==> config.mk <==
export PLATFORM = sky130hd
export DESIGN_NAME = int_to_float_conv
export DESIGN_NICKNAME = d
export VERILOG_FILES = /design/src/rtl/int_to_float_conv.sv
export SDC_FILE = /design/constraint.sdc
export NUM_CORES = 1
export LEC_CHECK = 0
export ABC_AREA = 0
export BUFFER_PORTS_ARGS = -buffer_cell sky130_fd_sc_hd__clkbuf_2
export CORE_MARGIN = 5
export CORE_UTILIZATION = 55
export CTS_CLUSTER_DIAMETER = 40
export DETAILED_ROUTE_END_ITERATION = 6
export PLACE_DENSITY = 0.81
export SKIP_LAST_GASP = 1
export SLEW_MARGIN = 20
export SYNTH_ARGS = -nofsm -noshare
export SYNTH_HDL_FRONTEND = slang
export SYNTH_SLANG_ARGS = --single-unit
==> constraint.sdc <==
create_clock -name clk -period 7.4 [get_ports clk]
set_input_delay 0.74 -clock clk [delete_from_list [all_inputs] [get_ports clk]]
set_output_delay 0.74 -clock clk [all_outputs]
set_load 0.01 [all_outputs]
==> src/rtl/int_to_float_conv.sv <==
// Multi-cycle integer (IN_W = 32/64, signed or unsigned) to IEEE-754 single-precision converter.
// Define I2F_FLAGS_EN to build the inexact flag; otherwise fflags_nx is tied low.
module int_to_float_conv #(
  parameter int unsigned IN_W = 32
) (
  input  logic            clk,
  input  logic            rst,
  input  logic            in_valid,
  output logic            in_ready,
  input  logic [IN_W-1:0] input_a,
  input  logic            is_signed,
  input  logic [2:0]      rm,
  output logic            out_valid,
  input  logic            out_ready,
  output logic [31:0]     output_z,
  output logic            fflags_nx
);

  localparam int unsigned SC_W   = 8;
  localparam int unsigned EXP_W  = 8;
  localparam int unsigned FRAC_W = 23;
  localparam int unsigned MAN_W  = FRAC_W + 1;
  localparam int unsigned LOW_W  = IN_W - MAN_W - 2;
  localparam logic [EXP_W-1:0] EXP_TOP = EXP_W'(IN_W - 1 + 127);

  typedef enum logic [1:0] {IDLE, NORM, ROUND, DONE} state_t;

  state_t            r_state;
  logic [IN_W-1:0]   r_mag;
  logic              r_sign;
  logic [2:0]        r_rm;
  logic              r_zero;
  logic [SC_W-1:0]   r_shift;
  logic              r_in_ready;
  logic              r_out_valid;
  logic [31:0]       r_z;

  logic              w_sign;
  logic [IN_W-1:0]   w_mag;
  logic [FRAC_W-1:0] w_frac;
  logic              w_g;
  logic              w_r;
  logic              w_s;
  logic              w_inc;
  logic [FRAC_W:0]   w_fsum;
  logic [EXP_W-1:0]  w_exp;
  logic [31:0]       w_z;

  // Operand sign and magnitude; negating the most-negative value yields 2^(IN_W-1)
  assign w_sign = is_signed & input_a[IN_W-1];
  assign w_mag  = w_sign ? (IN_W'(0) - input_a) : input_a;

  // Rounding of the normalised magnitude; the hidden bit is always 1 here
  always_comb begin
    w_frac = r_mag[IN_W-2 -: FRAC_W];
    w_g    = r_mag[IN_W-MAN_W-1];
    w_r    = r_mag[IN_W-MAN_W-2];
    w_s    = |r_mag[LOW_W-1:0];
    w_inc  = 1'b0;
    case (r_rm)
      3'b001:  w_inc = 1'b0;
      3'b010:  w_inc = r_sign & (w_g | w_r | w_s);
      3'b011:  w_inc = ~r_sign & (w_g | w_r | w_s);
      3'b100:  w_inc = w_g;
      default: w_inc = w_g & (w_r | w_s | w_frac[0]);
    endcase
    // A carry out of the fraction means 1.111..1 rounded up to 10.0
    w_fsum = {1'b0, w_frac} + (FRAC_W + 1)'(w_inc);
    w_exp  = EXP_TOP - EXP_W'(r_shift) + EXP_W'(w_fsum[FRAC_W]);
    w_z    = {r_sign, w_exp, w_fsum[FRAC_W-1:0]};
  end

`ifdef I2F_FLAGS_EN
  logic r_nx;
`endif

  // Control FSM and registered outputs
  always_ff @(posedge clk) begin
    if (!rst) begin
      r_state     <= IDLE;
      r_in_ready  <= 1'b1;
      r_out_valid <= 1'b0;
      r_z         <= '0;
      r_mag       <= '0;
      r_sign      <= 1'b0;
      r_rm        <= '0;
      r_zero      <= 1'b0;
      r_shift     <= '0;
`ifdef I2F_FLAGS_EN
      r_nx        <= 1'b0;
`endif
    end else begin
      case (r_state)
        IDLE: begin
          if (in_valid && r_in_ready) begin
            r_sign     <= w_sign;
            r_mag      <= w_mag;
            r_rm       <= rm;
            r_shift    <= '0;
            r_zero     <= (w_mag == '0);
            r_in_ready <= 1'b0;
            r_state    <= (w_mag == '0) ? ROUND : NORM;
          end
        end
        NORM: begin
          // Coarse byte shifts first, then single-bit steps to the leading one
          if (r_mag[IN_W-1]) begin
            r_state <= ROUND;
          end else if (r_mag[IN_W-1 -: 8] == 8'd0) begin
            r_mag   <= r_mag << 8;
            r_shift <= r_shift + SC_W'(8);
          end else begin
            r_mag   <= r_mag << 1;
            r_shift <= r_shift + SC_W'(1);
          end
        end
        ROUND: begin
          r_z         <= r_zero ? 32'd0 : w_z;
`ifdef I2F_FLAGS_EN
          r_nx        <= ~r_zero & (w_g | w_r | w_s);
`endif
          r_out_valid <= 1'b1;
          r_state     <= DONE;
        end
        DONE: begin
          if (out_ready) begin
            r_out_valid <= 1'b0;
            r_in_ready  <= 1'b1;
            r_state     <= IDLE;
          end
        end
      endcase
    end
  end

  assign in_ready  = r_in_ready;
  assign out_valid = r_out_valid;
  assign output_z  = r_z;
`ifdef I2F_FLAGS_EN
  assign fflags_nx = r_nx;
`else
  assign fflags_nx = 1'b0;
`endif

endmodule

==> results of run 1 <==
-- layout make-up --
type                    count  area share (%)
multi-input cells         504            57.6
flip-flops and latches     81            27.4
repair buffers             75            6.46
well taps                 133            2.81
inverters                  38            2.41
clock buffers              11            2.39
clock inverters             5           0.929
-- sequential cells by signal (all words and copies together), names as in the netlist --
| signal | flops |
|---|---|
| r_sign | 1 |
| out_valid | 1 |
| output_z | 32 |
| in_ready | 1 |
| r_zero | 1 |
| r_state | 2 |
| r_mag | 32 |
| r_rm | 3 |
| r_shift | 8 |
-- cells in the final DEF, fill, tap and decap left out, types with 16 or more instances in the layout --
master    netlist  final
nand4_1        17     17
inv_1          38     38
nand3_1        18     18
o22ai_1        30     30
and2_1         38     38
nor2b_1        25     25
xnor2_1        33     33
nor2_1         50     50
o221ai_1       18     18
xor2_1         28     28
o21ai_0        17     17
clkbuf_2        1     72
nand2_1        46     46
a21oi_1        35     35
o211a_1        16     16
mux2i_1        22     22
dfxtp_1        81     81
-- critical path, delay by kind of cell, from the launching register on --
kind                     cells  cell delay, ns
adder cells (fa/ha/maj)      3            0.63
AO/OA/AOI/OAI                4            0.38
flip-flops                   1            0.34
AND/OR/NAND/NOR             11            1.98
-- per-layer routing --
layer | vias to the layer above | share of wire [%] | GRT usage [%]
li1 | 2476 | - | -
met1 | 2434 | 42 | 29.5
met2 | 214 | 49 | 40.7
met3 | 46 | 6.2 | 5.68
met4 | 0 | 3.5 | 10.6
met5 | - | 0 | 0
-- where the power goes --
part           switching [µW]  internal (µW)  leakage, µW
logic                     486            316      0.00162
clock network             162            164    0.0000953
registers                 131            526     0.000660
-- stage by stage --
step | util, % | cells | instance area, µm² | power, µW
global route | 61.5 | 847 | 5920 | 1890
global placement | 59.4 | 831 | 5720 | 1420
CTS | 61.4 | 847 | 5920 | 1760
floorplan | - | 672 | 5380 | 1240
finish | 61.5 | 847 | 5920 | 1780
detailed placement | 59.4 | 831 | 5730 | 1440
-- path summary, 6_finish.rpt --
kind / cells past startpoint / slack [ns] / from / endpoint
worst max-delay path: 18 / 3.96 / r_mag[5]$_SDFFE_PN0P_ / output_z[27]$_SDFFE_PN0P_
worst min-delay path: 2 / 0.50 / r_zero$_SDFFE_PN0P_ / r_zero$_SDFFE_PN0P_
worst min register to register: 2 / 0.50 / r_zero$_SDFFE_PN0P_ / r_zero$_SDFFE_PN0P_
worst max register to register: 18 / 3.96 / r_mag[5]$_SDFFE_PN0P_ / output_z[27]$_SDFFE_PN0P_
-- kinds of logic after synthesis --
logic type / synth area share (%)
flops: 30.1
simple gates: 25.7
buf+inv: 6.51
fa+ha+maj: 2.56
xor+xnor: 9.92
mux: 4.09
compound gates: 21.0
other cells: 0.0697
==> results.md, run 1 <==
* Final hold violation count at 0
* Cell Chain, Critical Path: or4_1 -> nor4_1 -> nand2_1 -> nor2_1 -> a21oi_1 -> nor2_1 -> nor3_1 -> ha_1 -> and3_1 -> nand2_1 -> nor3_1 -> nand4_1 -> ha_1 -> ha_1 -> a31oi_1 -> a21oi_1 -> o22ai_1 -> and2_1
* Final clock skew at 0.00755 ns
* CTS H-tree lvls at 3
* Final WL at 14100 µm
* Ratio of cells with drive above 1 in the final layout at 14.6%
* Pre-CTS WS at 4.00 ns
* Core area at 9640 µm²
* Cts hold-fix bufs at 0
* Top cell type's share of synthesized area at 30.1%
* Initial core utilization at 55.9%
* CTS buffer count at 9
* Setup Fix Bufs, Post-CTS at 0
* Die Y at 109 µm
* DR iter-0 viols at 511
* FF/Latch Area at 1620 µm²
* Worst hold slack at 0.496 ns
* Detailed-route DRC error count at 0
* Syn Inst Count at 672
* Crit path kind: register to register
* Critical Path Fanout Max at 4
* PD cells at 301 nW/µm²
* Mapped Area at 5380 µm²
* DR vias/cell at 6.10
* Clock Sinks at 81
* Leakage at 0.00238 µW
* Area contributors post-synth: dfxtp_1 30%, xnor2_1 5.4%, xor2_1 4.6%
* Clk_lat worst skew at 0.36 ns
* Setup TNS Final at 0 ns
* DRT Pass-1 Iters at 6
* RSZ-0062 raised after global routing: false
* Worst slew pin tran at 1.01 ns
* EDFF count, synth at 0
* Port-buffer cells at 73
* Crit share post-route at 46.5%
* Synth Register Bits at 81
* Die width at 109 µm
* Area of the multi-input gates at 3410 µm²
* Vias at 5170
* Total Routing Usage GR at 24.2%
* CP startpoint kind: register
* Total gr overflow at 0
* Die area at 11900 µm²
* Final setup viols at 0
* Initial antenna violation count at 0
* Area leader, netlist: dfxtp_1
* Critical path required time at 7.66 ns
* Most common cell on crit path: ha_1
* Reg clk slew, reported paths at 0.08 ns
* CP max stage delay at 0.52 ns
* Commonest cells post-synth: 81 x dfxtp_1, 50 x nor2_1, 46 x nand2_1, 38 x and2_1, 38 x inv_1
* Routability cong. at 0.922
* Largest net degree at the start of global routing at 81
* Status: finished, final reports clean
* Syn_nets at 723
* Top FF cell, synth: dfxtp_1
* # fillers at 891
* Number of library cell types mapped by synthesis at 59
* Synthesized area per cell at 8.01 µm²
* PostCTS Resize Cnt at 0
* FFs w/ async S/R, synth at 0%
* IO Count at 75
* CTS Buffer Depth at 2
* Worst Setup End Kind: register
* Final Worst Setup Slack at 3.96 ns
* # rows at 36
* Critical path arrival at 3.70 ns
* Detailed placement HPWL at 10300 µm
* Period minus WS final at 3.44 ns
* Layout area overhead at 10.0%
* Worst vdd ir at 0.178 mV
* First-pass GRT wire length at 23300 µm
* Part of the Yosys area used for sequential elements at 30.1%
* Vias in the first global route at 4960
* Count leader, synth: dfxtp_1
* Slowest CP cell: or4_1
* Max-slew violations at 0
* Max-cap viol count at 0
* Routed WL per cell at 16.7 µm
* Diode count at 0
* Relative slew margins at 32.3%
* Max frequency at 291 MHz
* CTS tree: built
* Nets at 760
* Antenna Nets Post-Route at 0
* Synth warn at 0
* Hold Path Class: register to register
* CTS root buffer: clkbuf_8
(Power assumes the default switching activity.)
==> run 2, diff against run 1 <==
clock period = 3.6 ns   (was 7.4 ns; I/O delays follow)
==> run 2 against run 1 <==
The run now ends with DRC left. Worst hold slack got worse by 0.27 ns. Clock power increased by 100%. Count of clock-buffer cells in the layout is 1 higher. Sequential power up 110%. Global-route usage rose by 0.15 points. Worst setup slack got worse by 3.6 ns. Sequential share of layout area is 0.29 points lower. Cell count increased by 0.71%. Die area unchanged. Combinational power rose by 110%. Cell area up 1.1%. Via count grew 1.3%. Largest power group unchanged.
==> results.md, run 2 (same netlist as run 1, synthesis figures left out) <==
* Detailed placement HPWL at 10600 µm
* DRT Pass-1 Iters at 7
* Final hold violation count at 0
* Total gr overflow at 0
* Status: finished, violations left
* PostCTS Resize Cnt at 0
* Hold_sp: rm[0]
* Hold Path Class: primary input to register
* Max frequency at 309 MHz
* Final WL at 14400 µm
* DR iter-0 viols at 529
* Comb pwr share at 45.8%
* Switching Fraction at 43.8%
* Critical path required time at 3.86 ns
* IO Count at 75
* Largest net degree at the start of global routing at 65
* Worst slew pin tran at 1.04 ns
* Vias at 5239
* CTS tree: built
* Detailed-route DRC error count at 2
* Max-slew violations at 0
* Leakage at 0.00242 µW
* Worst Setup End Kind: register
* Setup Fix Bufs, Post-CTS at 0
* NetSw at 1620 µW
* Core area at 9640 µm²
* Period minus WS final at 3.23 ns
* Routed WL per cell at 16.9 µm
* Clk network pwr share at 17.7%
* Critical path origin: r_mag[5]$_SDFFE_PN0P_
* Reg2reg start: r_mag[5]$_SDFFE_PN0P_
* Sequential power share at 36.5%
* Antenna Nets Post-Route at 0
* Initial antenna violation count at 0
* Die area at 11900 µm²
* Relative slew margins at 30.8%
* Final clock skew at 0.0136 ns
* Worst vdd ir at 0.300 mV
* Commonest non-fill, non-tap cell in the layout: dfxtp_1
* Layout area overhead at 11.2%
* Pint at 2070 µW
* Port-buffer cells at 73
* Worst R2R Path Depth at 18
* CTS Buffer Depth at 2
* PD cells at 616 nW/µm²
* Cts hold-fix bufs at 0
* Failing checks: DRC
* RSZ-0062 raised after global routing: false
* Max-cap viol count at 0
* Crit path kind: register to register
* DR vias/cell at 6.14
* Reg clk slew, reported paths at 0.08 ns
* CTS H-tree lvls at 3
* Die width at 109 µm
* CP startpoint kind: register
* Critical path arrival at 3.49 ns
* Nets at 766
* # rows at 36
* Total Routing Usage GR at 24.4%
* Crit share post-route at 89.8%
* Ratio of cells with drive above 1 in the final layout at 15.4%
* Total power at 3690 µW
* Vias in the first global route at 5021
* Final setup viols at 0
* CTS root buffer: clkbuf_8
* Diode count at 0
* Initial core utilization at 55.9%
* Clk_lat worst skew at 0.36 ns
* CTS buffer count at 9
* Setup TNS Final at 0 ns
* Die Y at 109 µm
* Hold Path Cell Cnt at 3
* Critical Path Fanout Max at 4
* # fillers at 848
* First-pass GRT wire length at 23300 µm
* Routability cong. at 0.895
* Clock Sinks at 81
* Most frequent cells in the layout: 81 x dfxtp_1, 72 x clkbuf_2, 50 x nor2_1
-- run 2: cell types whose count changed in the layout (fill, tap and decap cells not counted) --
cell	previous run	this run
buf_2	0	1
buf_4	2	8
clkbuf_1	1	3
clkbuf_4	1	0
clkbuf_8	10	9
clkinv_2	2	0
clkinv_4	0	1
nand2_1	46	45
nand2_2	0	1
nor3_1	11	10
nor3_4	0	1
nor4_1	6	5
nor4_4	3	4
-- run 2: area by class of cell --
cell class	count	area, µm²	share of cell area (%)
timing repair buffer	81	425	7.10
clock buffer	12	135	2.26
sequential	81	1620	27.1
tap	133	166	2.78
multi-input combinational	504	3440	57.5
inverter	38	143	2.38
clock inverter	4	53.8	0.898
-- run 2: power by group through the flow --
stage,registers [µW],logic (µW),clock network (µW)
after floorplan,1270,1270,0
after global placement,1340,1590,0
after detailed placement,1350,1650,0
after CTS,1330,1650,659
after global routing,1370,1850,698
final,1350,1690,655
-- run 2: worst max-delay path: stages (launching register included) --
cell	delay, ns
dfxtp_1	0.34
or4_1	0.58
nor4_4	0.19
nand2_1	0.08
nor2_1	0.09
a21oi_1	0.05
nor2_1	0.09
nor3_1	0.06
ha_1	0.21
and3_1	0.21
nand2_2	0.13
nor3_4	0.07
nand4_1	0.10
ha_1	0.20
ha_2	0.23
a31oi_1	0.10
a21oi_1	0.14
o22ai_1	0.07
and2_1	0.21
-- run 2: through the flow --
step           std cells  setup WS (ns)  hold slack, ns  utilization, %  cell area (µm²)
2_1_floorplan        672          0.615           0.445               -             5380
3_3_place_gp         837          0.294           0.465            59.8             5770
3_5_place_dp         837          0.167           0.471            59.8             5770
4_1_cts              853          0.162           0.222            61.8             5960
5_1_grt              853         0.0338           0.234            62.1             5990
6_report             853          0.367           0.227            62.1             5990
-- run 2: final timing paths --
kind	end	slack, ns
setup / recovery	output_z[27]$_SDFFE_PN0P_	0.37
hold / removal	r_rm[0]$_SDFFE_PN0P_	0.23
setup reg to reg	output_z[27]$_SDFFE_PN0P_	0.37
hold reg to reg	r_zero$_SDFFE_PN0P_	0.49
-- run 2: per-layer routing --
layer / up-vias / routed length (µm) / GRT usage, % / part of all wire [%]
met2: 209 / 7070 / 41.8 / 49
met5: - / 0 / 0 / 0
li1: 2492 / - / - / -
met3: 46 / 852 / 4.14 / 5.9
met4: 0 / 532 / 10.6 / 3.7
met1: 2492 / 5950 / 30.0 / 41
==> run 3, diff against run 2 <==
CTS_BUF_LIST = sky130_fd_sc_hd__clkbuf_8   (was default)
==> run 3 against run 2 <==
Worst hold slack worse by 0.0032 ns. Routed wire length is 0.65% higher. Count of clock-buffer cells in the layout is 3 lower. Die area stayed put. Non-clock buffer count stayed put. The flow now finishes without violations. Global-route usage stayed put. Combinational power hardly changed. Sequential power hardly changed. Highest routed layer unchanged. Worst setup slack worse by 0.0055 ns. Utilization stayed put. Critical path type unchanged. Cell area stayed put.
==> results.md, run 3 (same netlist as run 1, synthesis figures left out) <==
* Reg clk slew, reported paths at 0.08 ns
* Max-cap viol count at 0
* Max frequency at 309 MHz
* Final Worst Setup Slack at 0.361 ns
* Hold Path Class: primary input to register
* Leakage at 0.00243 µW
* Clk network pwr share at 17.6%
* Initial antenna violation count at 0
* Critical Path Fanout Max at 4
* Ratio of cells with drive above 1 in the final layout at 15.4%
* Layout area overhead at 11.2%
* CTS tree: built
* Comb pwr share at 45.9%
* Critical path required time at 3.86 ns
* Core area at 9640 µm²
* Critical path origin: r_mag[5]$_SDFFE_PN0P_
* Setup Fix Bufs, Post-CTS at 0
* CTS root buffer: clkbuf_8
* Switching Fraction at 44.0%
* Die width at 109 µm
* NetSw at 1620 µW
* DRT Pass-1 Iters at 6
* Worst Setup End Kind: register
* PD cells at 616 nW/µm²
* IO Count at 75
* Pre-CTS WS at 0.167 ns
* Die Y at 109 µm
* Routability cong. at 0.895
* Antenna Nets Post-Route at 0
* Vias in the first global route at 5021
* Cell Chain, Critical Path: or4_1 -> nor4_4 -> nand2_1 -> nor2_1 -> a21oi_1 -> nor2_1 -> nor3_1 -> ha_1 -> and3_1 -> nand2_2 -> nor3_4 -> nand4_1 -> ha_1 -> ha_2 -> a31oi_1 -> a21oi_1 -> o22ai_1 -> and2_1
* Vias at 5237
* Routed WL per cell at 17.0 µm
* Final WL at 14500 µm
* Hold_sp: rm[0]
* Max-slew violations at 0
* First-pass GRT wire length at 23300 µm
* Crit share post-route at 90.0%
* Worst vdd ir at 0.302 mV
* Largest net degree at the start of global routing at 65
* DR iter-0 viols at 523
* Slowest CP cell: or4_1
* Total gr overflow at 0
* Clock Sinks at 81
* Final clock skew at 0.0141 ns
* Finished Cell Area at 5990 µm²
* Worst slew pin tran at 1.04 ns
* Pint at 2070 µW
* Detailed-route DRC error count at 0
* Clk_lat worst skew at 0.37 ns
* Sequential power share at 36.5%
* DR vias/cell at 6.14
* Period minus WS final at 3.24 ns
* Most frequent cells in the layout: 81 x dfxtp_1, 72 x clkbuf_2, 50 x nor2_1
* Worst hold slack at 0.224 ns
* Nets at 766
* Flop2flop setup slack at 0.36 ns
* Detailed placement HPWL at 10600 µm
* Die area at 11900 µm²
* Diode count at 0
* CP max stage delay at 0.58 ns
* Critical path arrival at 3.50 ns
* Reg2reg start: r_mag[5]$_SDFFE_PN0P_
* Relative slew margins at 30.4%
* CTS H-tree lvls at 3
* Status: finished, final reports clean
* Setup TNS Final at 0 ns
* CP startpoint kind: register
* CTS buffer count at 9
* Initial core utilization at 55.9%
* Final setup viols at 0
* Final hold violation count at 0
* Commonest non-fill, non-tap cell in the layout: dfxtp_1
* Dpl cell area at 5770 µm²
* # rows at 36
* Crit path kind: register to register
* Total Routing Usage GR at 24.4%
* CTS Buffer Depth at 2
* RSZ-0062 raised after global routing: false
* Port-buffer cells at 73
-- run 3: timing repair --
action | CTS | global route
setup endpoints to repair | 0 | 6
gates resized for setup | 0 | 6
hold buffers | 0 | 0
-- run 3: area by class of cell --
class                           count  area (µm²)
Fill cell                         848        3650
Timing Repair Buffer               81         425
Clock inverter                      7        65.1
Sequential cell                    81        1620
Inverter                           38         143
Clock buffer                        9         124
Multi-Input combinational cell    504        3440
Tap cell                          133         166
-- run 3: routing by layer --
layer / routed length, µm / vias up / track usage (%)
met5: 0 / - / 0
met4: 496 / 0 / 10.6
met3: 818 / 44 / 4.14
met2: 7150 / 196 / 41.8
met1: 6040 / 2506 / 30.0
li1: - / 2491 / -
-- run 3: power by group through the flow --
stage	clock network, µW	registers, µW	logic, µW
2_1_floorplan	0	1270	1270
3_3_place_gp	0	1340	1590
3_5_place_dp	0	1350	1650
4_1_cts	651	1330	1650
5_1_grt	690	1370	1850
6_report	649	1350	1690
-- run 3: metrics by stage --
stage | instances | utilization, % | power [µW]
2_1_floorplan | 672 | - | 2550
3_3_place_gp | 837 | 59.8 | 2920
3_5_place_dp | 837 | 59.8 | 2990
4_1_cts | 853 | 61.8 | 3630
5_1_grt | 853 | 62.1 | 3900
6_report | 853 | 62.1 | 3690
-- run 3: critical path, delay by kind of cell (launching register included) --
kind            cells  cell delay, ns
compound gates      4            0.36
fa+ha+maj           3            0.64
flops               1            0.35
simple gates       11            1.80
-- run 3: final timing paths --
kind / depth (start not counted) / to
worst max-delay path: 18 / output_z[27]$_SDFFE_PN0P_
worst min-delay path: 3 / r_rm[0]$_SDFFE_PN0P_
worst max register to register: 18 / output_z[27]$_SDFFE_PN0P_
worst min register to register: 2 / r_zero$_SDFFE_PN0P_
